`config.mk`:
```
export PLATFORM = sky130hd
export DESIGN_NAME = rv_timer_alarm_sched
export DESIGN_NICKNAME = d
export VERILOG_FILES = /design/src/rtl/rv_timer_alarm_pkg.sv /design/src/rtl/rv_timer_alarm_sched.sv
export SDC_FILE = /design/constraint.sdc
export NUM_CORES = 1
export LEC_CHECK = 0
export ABC_AREA = 1
export BUFFER_PORTS_ARGS = -buffer_cell sky130_fd_sc_hd__buf_2
export CAP_MARGIN = 20
export CELL_PAD_IN_SITES_DETAIL_PLACEMENT = 1
export CELL_PAD_IN_SITES_GLOBAL_PLACEMENT = 1
export CORE_MARGIN = 2
export CORE_UTILIZATION = 40
export CTS_CLUSTER_SIZE = 28
export DETAILED_ROUTE_END_ITERATION = 8
export MAX_ROUTING_LAYER = met4
export PLACE_DENSITY = 0.77
export SYNTH_ARGS = -nofsm -noshare
export SYNTH_HDL_FRONTEND = slang
export SYNTH_SLANG_ARGS = --single-unit
```
`constraint.sdc`:
```
create_clock -name clk_i -period 16.1 [get_ports clk_i]
set_input_delay 0.805 -clock clk_i [delete_from_list [all_inputs] [get_ports clk_i]]
set_output_delay 0.805 -clock clk_i [all_outputs]
set_load 0.01 [all_outputs]
```
`src/rtl/rv_timer_alarm_pkg.sv`:
```
// Purpose: shared types and constants for the rv_timer virtual-alarm scheduler.
// Latency: n/a (types only).
// Backpressure: n/a.
package rv_timer_alarm_pkg;

    typedef enum logic {
        ALARM_ARM    = 1'b0,
        ALARM_CANCEL = 1'b1
    } alarm_op_e;

    typedef enum logic [2:0] {
        IDLE    = 3'd0,
        SCAN    = 3'd1,
        PROGRAM = 3'd2,
        SETTLE  = 3'd3,
        WAIT    = 3'd4
    } sched_state_e;

    // Compare value that can never fire in practice; used when no slot is armed.
    localparam logic [63:0] CMP_IDLE = 64'hFFFF_FFFF_FFFF_FFFF;

endpackage

```
`src/rtl/rv_timer_alarm_sched.sv`:
```
// Purpose: multiplexes N virtual alarms onto one mtimecmp by serial min-scan.
// Latency: ARM handshake to cmp write N_ALARMS+1 cycles; intr to expiry 1..N_ALARMS.
// Backpressure: req_ready_o low while scanning, programming or settling.
module rv_timer_alarm_sched
    import rv_timer_alarm_pkg::*;
#(
    parameter int N_ALARMS   = 4,
    parameter int IDW        = $clog2(N_ALARMS),
    parameter int SETTLE_CYC = 2
) (
    input  logic                clk_i,
    input  logic                rst_ni,
    input  logic                req_valid_i,
    output logic                req_ready_o,
    input  logic                req_op_i,
    input  logic [IDW-1:0]      req_id_i,
    input  logic [63:0]         req_deadline_i,
    input  logic [63:0]         mtime_i,
    input  logic                timer_intr_i,
    output logic [63:0]         cmp_o,
    output logic                cmp_we_o,
    output logic [N_ALARMS-1:0] armed_o,
    output logic [N_ALARMS-1:0] expired_o,
    output logic                busy_o
);

    localparam int SCW = (SETTLE_CYC > 1) ? $clog2(SETTLE_CYC) : 1;

    sched_state_e          state_q, state_d;
    logic [N_ALARMS-1:0]   armed_q;
    logic [63:0]           deadline_q [N_ALARMS];
    logic [IDW-1:0]        idx_q;
    logic [63:0]           min_q;
    logic                  min_vld_q;
    logic [SCW-1:0]        settle_q;
    logic [63:0]           cmp_q;

    logic                  req_fire;
    logic [63:0]           cur_dl;
    logic                  cur_armed;
    logic                  cur_hit;
    logic                  cur_better;
    logic                  scan_last;
    logic                  settle_last;
    logic [63:0]           cmp_new;

    // Per-slot evaluation for the slot currently under the scan pointer.
    always_comb begin
        req_fire    = req_valid_i && req_ready_o;
        cur_dl      = deadline_q[idx_q];
        cur_armed   = armed_q[idx_q];
        cur_hit     = (state_q == SCAN) && cur_armed && (cur_dl <= mtime_i);
        // Strict less-than keeps the lower index on equal deadlines.
        cur_better  = (state_q == SCAN) && cur_armed && !cur_hit &&
                      (!min_vld_q || (cur_dl < min_q));
        scan_last   = (idx_q == IDW'(N_ALARMS - 1));
        settle_last = (settle_q == SCW'(SETTLE_CYC - 1));
        // After a full scan, min_vld_q is set exactly when some slot is still armed.
        cmp_new     = min_vld_q ? min_q : CMP_IDLE;
    end

    // Outputs: the compare value is presented combinationally during PROGRAM
    // so the write strobe and data line up in the same cycle.
    always_comb begin
        req_ready_o = (state_q == IDLE) || (state_q == WAIT);
        busy_o      = !req_ready_o;
        cmp_we_o    = (state_q == PROGRAM);
        cmp_o       = cmp_we_o ? cmp_new : cmp_q;
        armed_o     = armed_q;
        // Suppressed while reset is asserted so an aborted scan emits nothing.
        expired_o   = (cur_hit && rst_ni) ? (N_ALARMS'(1) << idx_q) : '0;
    end

    // Next-state logic; timer_intr_i only matters in WAIT.
    always_comb begin
        state_d = state_q;
        case (state_q)
            IDLE:    if (req_fire) state_d = SCAN;
            WAIT:    if (req_fire || timer_intr_i) state_d = SCAN;
            SCAN:    if (scan_last) state_d = PROGRAM;
            PROGRAM: state_d = min_vld_q ? SETTLE : IDLE;
            SETTLE:  if (settle_last) state_d = WAIT;
            default: state_d = IDLE;
        endcase
    end

    // FSM state, scan pointer, running minimum and settle counter.
    always_ff @(posedge clk_i) begin
        if (!rst_ni) begin
            state_q   <= IDLE;
            idx_q     <= '0;
            min_q     <= '0;
            min_vld_q <= 1'b0;
            settle_q  <= '0;
            cmp_q     <= CMP_IDLE;
        end else begin
            state_q <= state_d;
            case (state_q)
                IDLE, WAIT: begin
                    // Any scan entry (request or interrupt) starts from a clean minimum.
                    if (state_d == SCAN) begin
                        idx_q     <= '0;
                        min_q     <= '0;
                        min_vld_q <= 1'b0;
                    end
                end
                SCAN: begin
                    idx_q <= scan_last ? '0 : idx_q + 1'b1;
                    if (cur_better) begin
                        min_q     <= cur_dl;
                        min_vld_q <= 1'b1;
                    end
                end
                PROGRAM: begin
                    cmp_q    <= cmp_new;
                    settle_q <= '0;
                end
                SETTLE: begin
                    settle_q <= settle_q + 1'b1;
                end
                default: ;
            endcase
        end
    end

    // Slot storage: requests only land in IDLE/WAIT, retirements only in SCAN,
    // so the two update paths never collide on the same cycle.
    always_ff @(posedge clk_i) begin
        if (!rst_ni) begin
            armed_q <= '0;
            for (int i = 0; i < N_ALARMS; i++) begin
                deadline_q[i] <= '0;
            end
        end else begin
            if (req_fire) begin
                if (req_op_i == ALARM_ARM) begin
                    armed_q[req_id_i]    <= 1'b1;
                    deadline_q[req_id_i] <= req_deadline_i;
                end else begin
                    armed_q[req_id_i]    <= 1'b0;
                end
            end
            if (cur_hit) begin
                armed_q[idx_q] <= 1'b0;
            end
        end
    end

endmodule

```
== Word level (Yosys, flattened, before mapping) ==
Memory sizes are Yosys's and may differ from the RTL's. A register that Yosys moved wholly into a read port is not among the register bits.
Index checks and enable logic that the tools add are counted.

* Memories: 1
* Register bits: 139
* Input port bits: 135
* RAM bits: 256
* Output and inout port bits: 75

{| class="wikitable"
|+ Memories
! memory !! words !! width !! read ports !! clocked after memory_dff !! write ports !! line !! RTL
|-
| deadline_q || 4 || 64 || 1 || 1 || 4 || rv_timer_alarm_sched.sv:31 || <nowiki>logic [63:0] deadline_q [N_ALARMS];</nowiki>
|}

* Reduce and logical (&&, ||, !) cells: 21
* Multiplexer cells: 39
* Magnitude comparators: 6
* Shift operators: 1
* Equality and inequality tests: 8
* Bitwise operators: 5
* Add/sub/neg operators: 2

{| class="wikitable"
|+ Operators by type and width
! cell !! number
|-
| $mux W64 || 5
|-
| $pmux W64 S2 || 1
|-
| $le A64 B64 Y1 || 1
|-
| $lt A64 B64 Y1 || 1
|-
| $reduce_or A64 Y1 || 1
|-
| $mux W4 || 5
|-
| $pmux W3 S5 || 1
|-
| $mux W2 || 6
|-
| $mux W3 || 4
|-
| $mux W1 || 11
|-
| $and A4 B4 Y4 || 2
|-
| $logic_and A1 B1 Y1 || 8
|-
| $not A4 Y4 || 2
|-
| $eq A3 B1 Y1 const B || 2
|-
| $eq A3 B2 Y1 const B || 2
|-
| $lt A2 B3 Y1 const B || 2
|-
| $demux W1 S2 || 2
|-
| $ge A2 B1 Y1 const B || 2
|-
| $ne A2 B2 Y1 const B || 2
|-
| $or A4 B4 Y4 || 1
|-
| $pmux W1 S2 || 2
|-
| $pmux W2 S2 || 1
|-
| $reduce_bool A2 Y1 || 2
|-
| $shl A1 B2 Y4 const A || 1
|-
| 11 further kinds || 15
|}

== Longest topological paths before layout ==
Gate-level depths: netlist (run 1).

* Depth after elaboration: 11
* Mapped depth: 24
* Gate-level depth less buffers: 21

== Worst setup path before layout (run 1) ==
OpenSTA, ideal clock, no wires.

* Kind: input to register
* Start: input req_valid_i
* End: memory deadline_q[3][0], enable pin
* Path slack: 9.875 ns
* Required time: 15.526 ns
* Stages on the path: 4
* Data arrival time: 5.650 ns
* Library setup time: 0.574 ns
* Buffers on the path: 0
* Cells stage by stage: nand2_1 -> inv_1 -> nand3_1 -> o21ai_0

{| class="wikitable"
|+ RTL lines
! what !! line !! RTL
|-
| start: declaration || rv_timer_alarm_sched.sv:13 || <nowiki>input logic req_valid_i,</nowiki>
|-
| end: declaration || rv_timer_alarm_sched.sv:31 ||
|}

==> results summary, run 1 <==
The run finished with clean final reports. The worst setup path is launched from a register. Summed over all instances, the cell type with the most area after synthesis is sky130_fd_sc_hd__edfxtp_1. The first global-routing pass estimated 95200 um of wire. The root buffer cell chosen for the clock tree is sky130_fd_sc_hd__clkbuf_16. The arrival time of data at the critical path endpoint is 5.72 ns. The post-route clock period utilization came out at 40.5%. TritonCTS built the clock tree. After detailed routing, the number of vias per cell comes to 5.46.

In this run the worst hold path is classified as reg -> reg. Measured against its own limit, the worst slew margin works out to 23.9%. The starting density of the core came out at 40.7%. The first routing iteration left 956 violations. For the worst setup path, the data required time is 15.29 ns. Entering global routing, the biggest net connects 91 pins. The row count is 81. The worst path in the final design needs a cycle of 6.52 ns, including I/O delays and setup. The area enclosed by the die boundary came out at 51700 um^2. Timing would allow up to 153 MHz. In this run the count of I/O pins placed on the die edge is 210.

The half-perimeter wire length after detailed placement is 40300 um. In the routed design, unresolved DRC markers number 0. The TritonCTS buffer count is 45. Counting the fill cells in the layout gives 5668. The synthesized netlist occupies a cell area of 20000 um^2. Cells with a size suffix above 1 make up 21.0% of the layout. The post-synthesis async set-or-reset flop share came out at 0%. STA classifies the critical path endpoint as a primary output. The fraction of synthesized cell area taken by the top area cell type came out at 38.5%. The final instance count without filler cells came out at 2933. The region available for standard cell placement spans 49100 um^2. The number of enable-type register cells in the synthesized netlist is 256. The start-to-end type of the worst setup path is reg -> out.

The net count of the finished layout came out at 2500. The number of hold buffers added after CTS is 0. At the end of routability-driven placement, the weighted congestion stood at 0.851. In the final routed layout, each cell accounts on average for 21.4 um. The total power consumption of the routed design is 2.43 mW. By count the netlist is led by sky130_fd_sc_hd__nor2_1 (346), sky130_fd_sc_hd__edfxtp_1 (256), sky130_fd_sc_hd__inv_1 (232), sky130_fd_sc_hd__nand2_1 (171), sky130_fd_sc_hd__o21ai_0 (143). The total negative setup slack came out at 0 ns.

The critical path contains buffers and inverters numbering 3 combined. The final route contains 16000 vias. The area growth from synthesis to layout is 14.1%. The width of the die came out at 227 um. The number of nets with antenna violations after detailed routing came out at 0. The cell class contributing the biggest share of worst-path delay is simple AND/OR/NAND/NOR gates. The initial antenna violation count is 1. Setup violations remaining at the end of the flow were counted as 0. sky130_fd_sc_hd__nor2_1 is the most common cell in the netlist. The largest stage delay on the critical path is 0.68 ns.

The first detailed-routing pass ran for 5 iterations. The clock insertion delay at the later pin of the skew report came out at 0.58 ns. The number of levels the H-tree was split into is 2. The gate count after technology mapping came out at 2079. The share of the Yosys chip area taken by registers is 52.7%. The largest individual stage delay along the critical path comes from the cell sky130_fd_sc_hd__dfxtp_4. The clock-pin slew on the worst setup and hold paths came out at 0.06 ns. The worst min-delay path startpoint is min_q[27]. The count of port buffers added during placement came out at 209.

The critical path goes through clkinv_2 -> buf_4 -> o21ai_0 -> o22ai_1 -> ha_1 -> nand4_1 -> nor3_1 -> nand2_1 -> nor2_1 -> nand4_1 -> a21oi_1 -> nand2_1 -> nor2_1 -> buf_2. The die height is 227 um. The power density normalized to cell area came out at 107 nW/um^2. The final number of max-transition violations came out at 0.

The worst hold margin is 0.473 ns. The buffers inserted during post-CTS setup optimization came out at 0. Setup repair after global routing left no endpoint under its margin. In this run, placement finished with an instance count of 2851. The clock sink count is 397.

The maximum count of clock buffers along a single path is 3. The global-route usage over all layers came out at 24.9%. The register bit count reported by yosys is 397. The net count after synthesis is 2345.

The number of endpoints with negative hold slack in the final report is 0. The mean post-synth cell area is 9.60 um^2. Across the routed clock network, the largest skew measured is 0.0151 ns. At the pin with the least slew margin, the transition time is 1.14 ns. For this run, the number of Yosys warnings is 0.

The critical-path maximum fanout is 90. The worst ir drop on vdd came out at 62.7 uV. After clock tree synthesis, the repair step resized 0 gates. The tool flagged a number of max-cap violations equal to 0. The via count of the first global-routing pass came out at 17000. The distinct cell type count after synthesis is 44. The total routed wirelength is 62600 um. By area the synthesized netlist is led by sky130_fd_sc_hd__edfxtp_1 (39%), sky130_fd_sc_hd__dfxtp_1 (14%), sky130_fd_sc_hd__ha_1 (8.2%), sky130_fd_sc_hd__nor2_1 (6.5%), sky130_fd_sc_hd__inv_1 (4.4%). For this design the static power due to leakage is 9.13 nW. In the synthesized netlist the dominant register cell turns out to be sky130_fd_sc_hd__edfxtp_1. The global-route congestion overflow total came out at 0.
[report_power, final]
part / switching [mW] / total (mW) / internal [mW]
clock network: 0.414 / 0.967 / 0.553
logic: 0.232 / 0.335 / 0.103
registers: 0.0145 / 1.13 / 1.12
[logic make-up after synthesis]
kind of cell	count (synthesis)	synth area share, %
buffers and inverters	360	7.62
DFF	397	52.7
and+or+nand+nor	760	17.8
AOI/OAI and AO/OA	431	13.7
adders and majority gates	131	8.21
[final timing paths]
check                               endpoint  slack, ns  cells after the start
worst min-delay path               min_q[27]       0.47                      2
worst max register to register     min_q[62]      10.02                     15
worst max-delay path            expired_o[0]       9.58                     14
worst min register to register     min_q[27]       0.47                      2
[registers in the layout (all words and copies together) (netlist names), named ones only]
register	flops
cmp_q	64
armed_o	4
deadline_q	256
idx_q	2
min_vld_q	1
state_q	3
settle_last	1
min_q	64
[placed cells by master, fill, tap and decap left out, types with 7 or more instances in the layout]
cell type / Yosys / routed
sky130_fd_sc_hd__a211oi_1: 8 / 8
sky130_fd_sc_hd__a21oi_1: 84 / 84
sky130_fd_sc_hd__a21oi_2: 50 / 50
sky130_fd_sc_hd__a2bb2oi_1: 63 / 63
sky130_fd_sc_hd__buf_2: 12 / 209
sky130_fd_sc_hd__buf_4: 2 / 21
sky130_fd_sc_hd__clkbuf_1: 85 / 16
sky130_fd_sc_hd__clkbuf_16: 0 / 45
sky130_fd_sc_hd__clkinv_1: 1 / 10
sky130_fd_sc_hd__clkinv_2: 0 / 7
sky130_fd_sc_hd__dfxtp_1: 141 / 139
sky130_fd_sc_hd__edfxtp_1: 256 / 256
sky130_fd_sc_hd__ha_1: 131 / 131
sky130_fd_sc_hd__inv_1: 232 / 230
sky130_fd_sc_hd__nand2_1: 171 / 168
sky130_fd_sc_hd__nand3_1: 91 / 90
sky130_fd_sc_hd__nand3_2: 51 / 52
sky130_fd_sc_hd__nand4_1: 10 / 10
sky130_fd_sc_hd__nor2_1: 346 / 345
sky130_fd_sc_hd__nor3_1: 11 / 11
sky130_fd_sc_hd__o21ai_0: 143 / 142
sky130_fd_sc_hd__o22ai_1: 64 / 64
sky130_fd_sc_hd__or2_2: 65 / 65
[worst reg2reg max path, delay by kind of cell (launching register included)]
| family | cells | cell delay, ns |
|---|---|---|
| flip-flops | 1 | 0.68 |
| buffers and inverters | 2 | 1.27 |
| AO/OA/AOI/OAI | 3 | 0.69 |
| adder cells (fa/ha/maj) | 1 | 0.36 |
| AND/OR/NAND/NOR | 9 | 3.01 |
[per-layer routing]
layer / wire, um / GRT usage, %
met1: 25700 / 29.2
met2: 31300 / 42.7
met3: 2880 / 3.61
met4: 2740 / 10.9
met5: 0 / -
[layout make-up]
class	count	area, um^2	area share, %
sequential	397	10500	46.2
multi-input combinational	1322	7970	35.0
clock buffer	66	1250	5.51
timing repair buffer	230	1200	5.29
inverter	238	898	3.95
tap	664	831	3.65
clock inverter	15	92.6	0.407
antenna	1	2.50	0.0110
[per-stage QoR]
stage | instance area (um^2) | setup slack, ns | utilization [%]
floorplan | 20000 | 9.88 | -
global placement | 21400 | 10.22 | 43.7
detailed placement | 21400 | 10.08 | 43.7
CTS | 22800 | 9.58 | 46.4
global route | 22800 | 9.22 | 46.4
finish | 22800 | 9.58 | 46.4
Note: power is estimated with default switching activity, not from simulation.
==> run 2, diff against run 1 <==
Clock period 16.1 ns to 6.3 ns, I/O delays scaled along.
==> run 2 against run 1 <==
  * Clock-buffer cell count decreased by 3
  * Via count is essentially flat
  * Clock power rose to 2.7 times the previous value
  * Power grew to 2.6 times the previous value
  * First-iteration DRC count up 36%
  * Hold slack worse by 0.40 ns
  * Global-route usage up 0.58 points
  * Clock skew about the same
  * Die area did not move
  * Flip-flop and latch count did not move
  * Largest cell class unchanged
  * Design area is 0.74% higher
==> results summary, run 2 (synthesis gave the netlist of run 1 again) <==
The count of max-cap constraint violations is 0. The share of final-layout standard cells stronger than drive strength 1 came out at 21.5%. The worst min-delay path startpoint is req_deadline_i[22]. The cell class contributing the biggest share of worst-path delay is simple AND/OR/NAND/NOR gates.

The area of all placed cells without fillers came out at 22900 um^2. For this design the static power due to leakage is 9.22 nW. The final critical-path required period is 5.15 ns. The number of endpoints with negative hold slack in the final report was 0. The largest stage delay on the critical path came out at 0.65 ns. The worst register-to-register path ends at min_q[23]. The post-route clock period utilization is 81.7%.

The switching part of the total is 27.0%. The class of the tightest hold or removal check is in -> reg. Leaving out fill and tap cells, the most frequent cells in the layout are sky130_fd_sc_hd__nor2_1 (345), sky130_fd_sc_hd__edfxtp_1 (256), sky130_fd_sc_hd__inv_1 (230). Combinational logic is responsible for 13.8% of the overall power. The width of the die came out at 227 um.

The global-route usage over all layers is 25.5%. The tightest slew margin relative to the limit came out at 25.3%. The core region area came out at 49100 um^2.

The combined buffer and inverter count along the critical path came out at 4. The initial utilization of the core area, before any placement, comes to 40.7%. The setup clock skew after layout is 0.0146 ns.

The clock sink count came out at 397. The via count of the first global-routing pass is 17300. The clock network accounts for 41.1% of the total power.

The via count came out at 16000. Setup repair after global routing left no endpoint under its margin. Per report_power, the sequential group accounts for 45.2% of the total. The number of DRC markers after the initial detailed-route iteration is 1301. The buffers inserted during post-CTS setup optimization is 0. The global-route congestion overflow total is 0. The switching power summed over all nets is 1.73 mW.

The die height came out at 227 um. More flip-flops sit in one register than any other, and that register is deadline_q. The final routed DRC violation total came out at 0.

Summing all placed instances gives a cell area of 21500 um^2. The flip-flop count of the largest register, all copies and words added is 256. The arrival time of data at the critical path endpoint came out at 4.83 ns. Walking the worst path, the cells encountered are buf_4 -> buf_4 -> o21ai_0 -> o22ai_1 -> ha_1 -> nand2_1 -> inv_1 -> nand3_1 -> nor3_1 -> nand4_1 -> a21oi_1 -> nand2_1 -> nor2_1 -> buf_2. The total negative setup slack is 0 ns.

The count of port buffers added during placement came out at 209. The leading cell type in the layout, fill and taps excluded is sky130_fd_sc_hd__nor2_1. After detailed routing, the number of vias per cell comes to 5.45. The later pin in the worst-skew pair is clocked with a latency of 0.58 ns. The run finished with clean final reports. The setup slack of the critical path after layout is 1.15 ns. The maximum count of clock buffers along a single path came out at 3. The path depth of the worst reg2reg path came out at 20.

CTS placed an instance of sky130_fd_sc_hd__clkbuf_16 at the clock tree root. The count of nets left with antenna violations once routing finished came out at 0. The row count is 81. The worst hold path terminates at deadline_q[3][22]. The slowest cell on the critical path is sky130_fd_sc_hd__nor3_1.

The TritonCTS buffer count is 45. The power density normalized to cell area came out at 279 nW/um^2. Based on the critical path, the design can be clocked at up to 194 MHz. The global-route wire length before repair is 97700 um. CTS built an H-tree with a depth of 2. Detailed placement finished with a half-perimeter wire length of 42300 um. The initial antenna violation count is 0. 0 antenna diodes ended up in the layout. At the worst endpoint, the required time is 5.98 ns. The post-place setup slack came out at 1.30 ns. The nature of the critical path startpoint is a register.

The area growth from synthesis to layout is 14.9%. In the final routed layout, each cell accounts on average for 21.7 um. TritonCTS built the clock tree. The worst hold margin came out at 0.0686 ns. The critical path endpoint category is a primary output. Routability-driven placement finished with a final weighted congestion of 0.846. After clock tree synthesis, the clock-pin slew on the worst setup and hold paths is 0.06 ns. The number of cells on the worst hold path is 3.

The total power consumption of the routed design came out at 6.40 mW. The final number of max-transition violations came out at 0. Setup violations remaining at the end of the flow were counted as 0. The critical-path maximum fanout is 49.

Cell internal power was estimated by the tool at 4.67 mW. The total I/O pin count is 210. The worst ir drop on vdd came out at 164 uV.

The critical path is of the reg -> out type. The largest registers in the layout are deadline_q (256), cmp_q (64), min_q (64). The total routed wirelength is 63700 um.

Fill cells in the final layout number 5640. The pre-antenna-repair detailed-routing pass consisted of 5 iterations. The count of cells resized by post-cts repair came out at 0. Entering global routing, the biggest net connects 80 pins. The setup slack of the worst register-to-register path is 1.24 ns. The final layout contains 2505 nets. The transition time of the tightest slew-check pin came out at 1.12 ns. For this design, the CTS-stage hold fixing added 0 buffers. The area enclosed by the die boundary is 51700 um^2.
-- run 2: changes by cell type in the layout (fill, tap and decap cells not counted), sizes merged --
cell,change
clkinv,+2
diode,-1
clkinvlp,+1
bufinv,+2
clkbuf,-3
buf,+5
-- run 2: worst min-delay path: cells and delay by family --
kind | cells | cell delay, ns
buffers and inverters | 2 | 0.14
AND/OR/NAND/NOR | 1 | 0.09
-- run 2: final cells by class --
cell class                      count  area (um^2)  area share, %
Sequential cell                   397        10500           45.8
Multi-Input combinational cell   1322         7970           34.7
Clock buffer                       63         1290           5.61
Timing Repair Buffer              235         1250           5.47
Inverter                          238          900           3.92
Tap cell                          664          831           3.62
Clock inverter                     20          181          0.791
-- run 2: worst max-delay path by stage --
stage                     startpoint               end  depth (start not counted)
after floorplan           state_q[1]  deadline_q[3][0]                          5
after global placement      register         min_q[26]                         20
after detailed placement    register         min_q[15]                         20
after CTS                   register      expired_o[2]                         14
after global routing        register      expired_o[2]                         14
final                       register      expired_o[2]                         14
-- run 2: per-layer routing --
metal  part of all wire [%]  vias up  global-route usage, %
met5                      0        -                      -
met2                     49      460                   42.9
li1                       -     7425                      -
met4                    3.7        0                   11.0
met3                    4.6      146                   2.87
met1                     42     7978                   31.1
-- run 2: power by group through the flow --
stage / Sequential [mW] / Clock, mW / Combinational (mW)
after global routing: 2.90 / 2.76 / 0.981
after CTS: 2.89 / 2.67 / 0.881
after detailed placement: 2.95 / 0 / 0.873
after global placement: 2.94 / 0 / 0.820
after floorplan: 2.94 / 0 / 0.558
final: 2.89 / 2.63 / 0.881
-- run 2: metrics by stage --
stage | util (%) | instances
2_1_floorplan | - | 2079
3_3_place_gp | 43.8 | 2856
3_5_place_dp | 43.8 | 2856
4_1_cts | 46.8 | 2939
5_1_grt | 46.8 | 2939
6_report | 46.8 | 2939
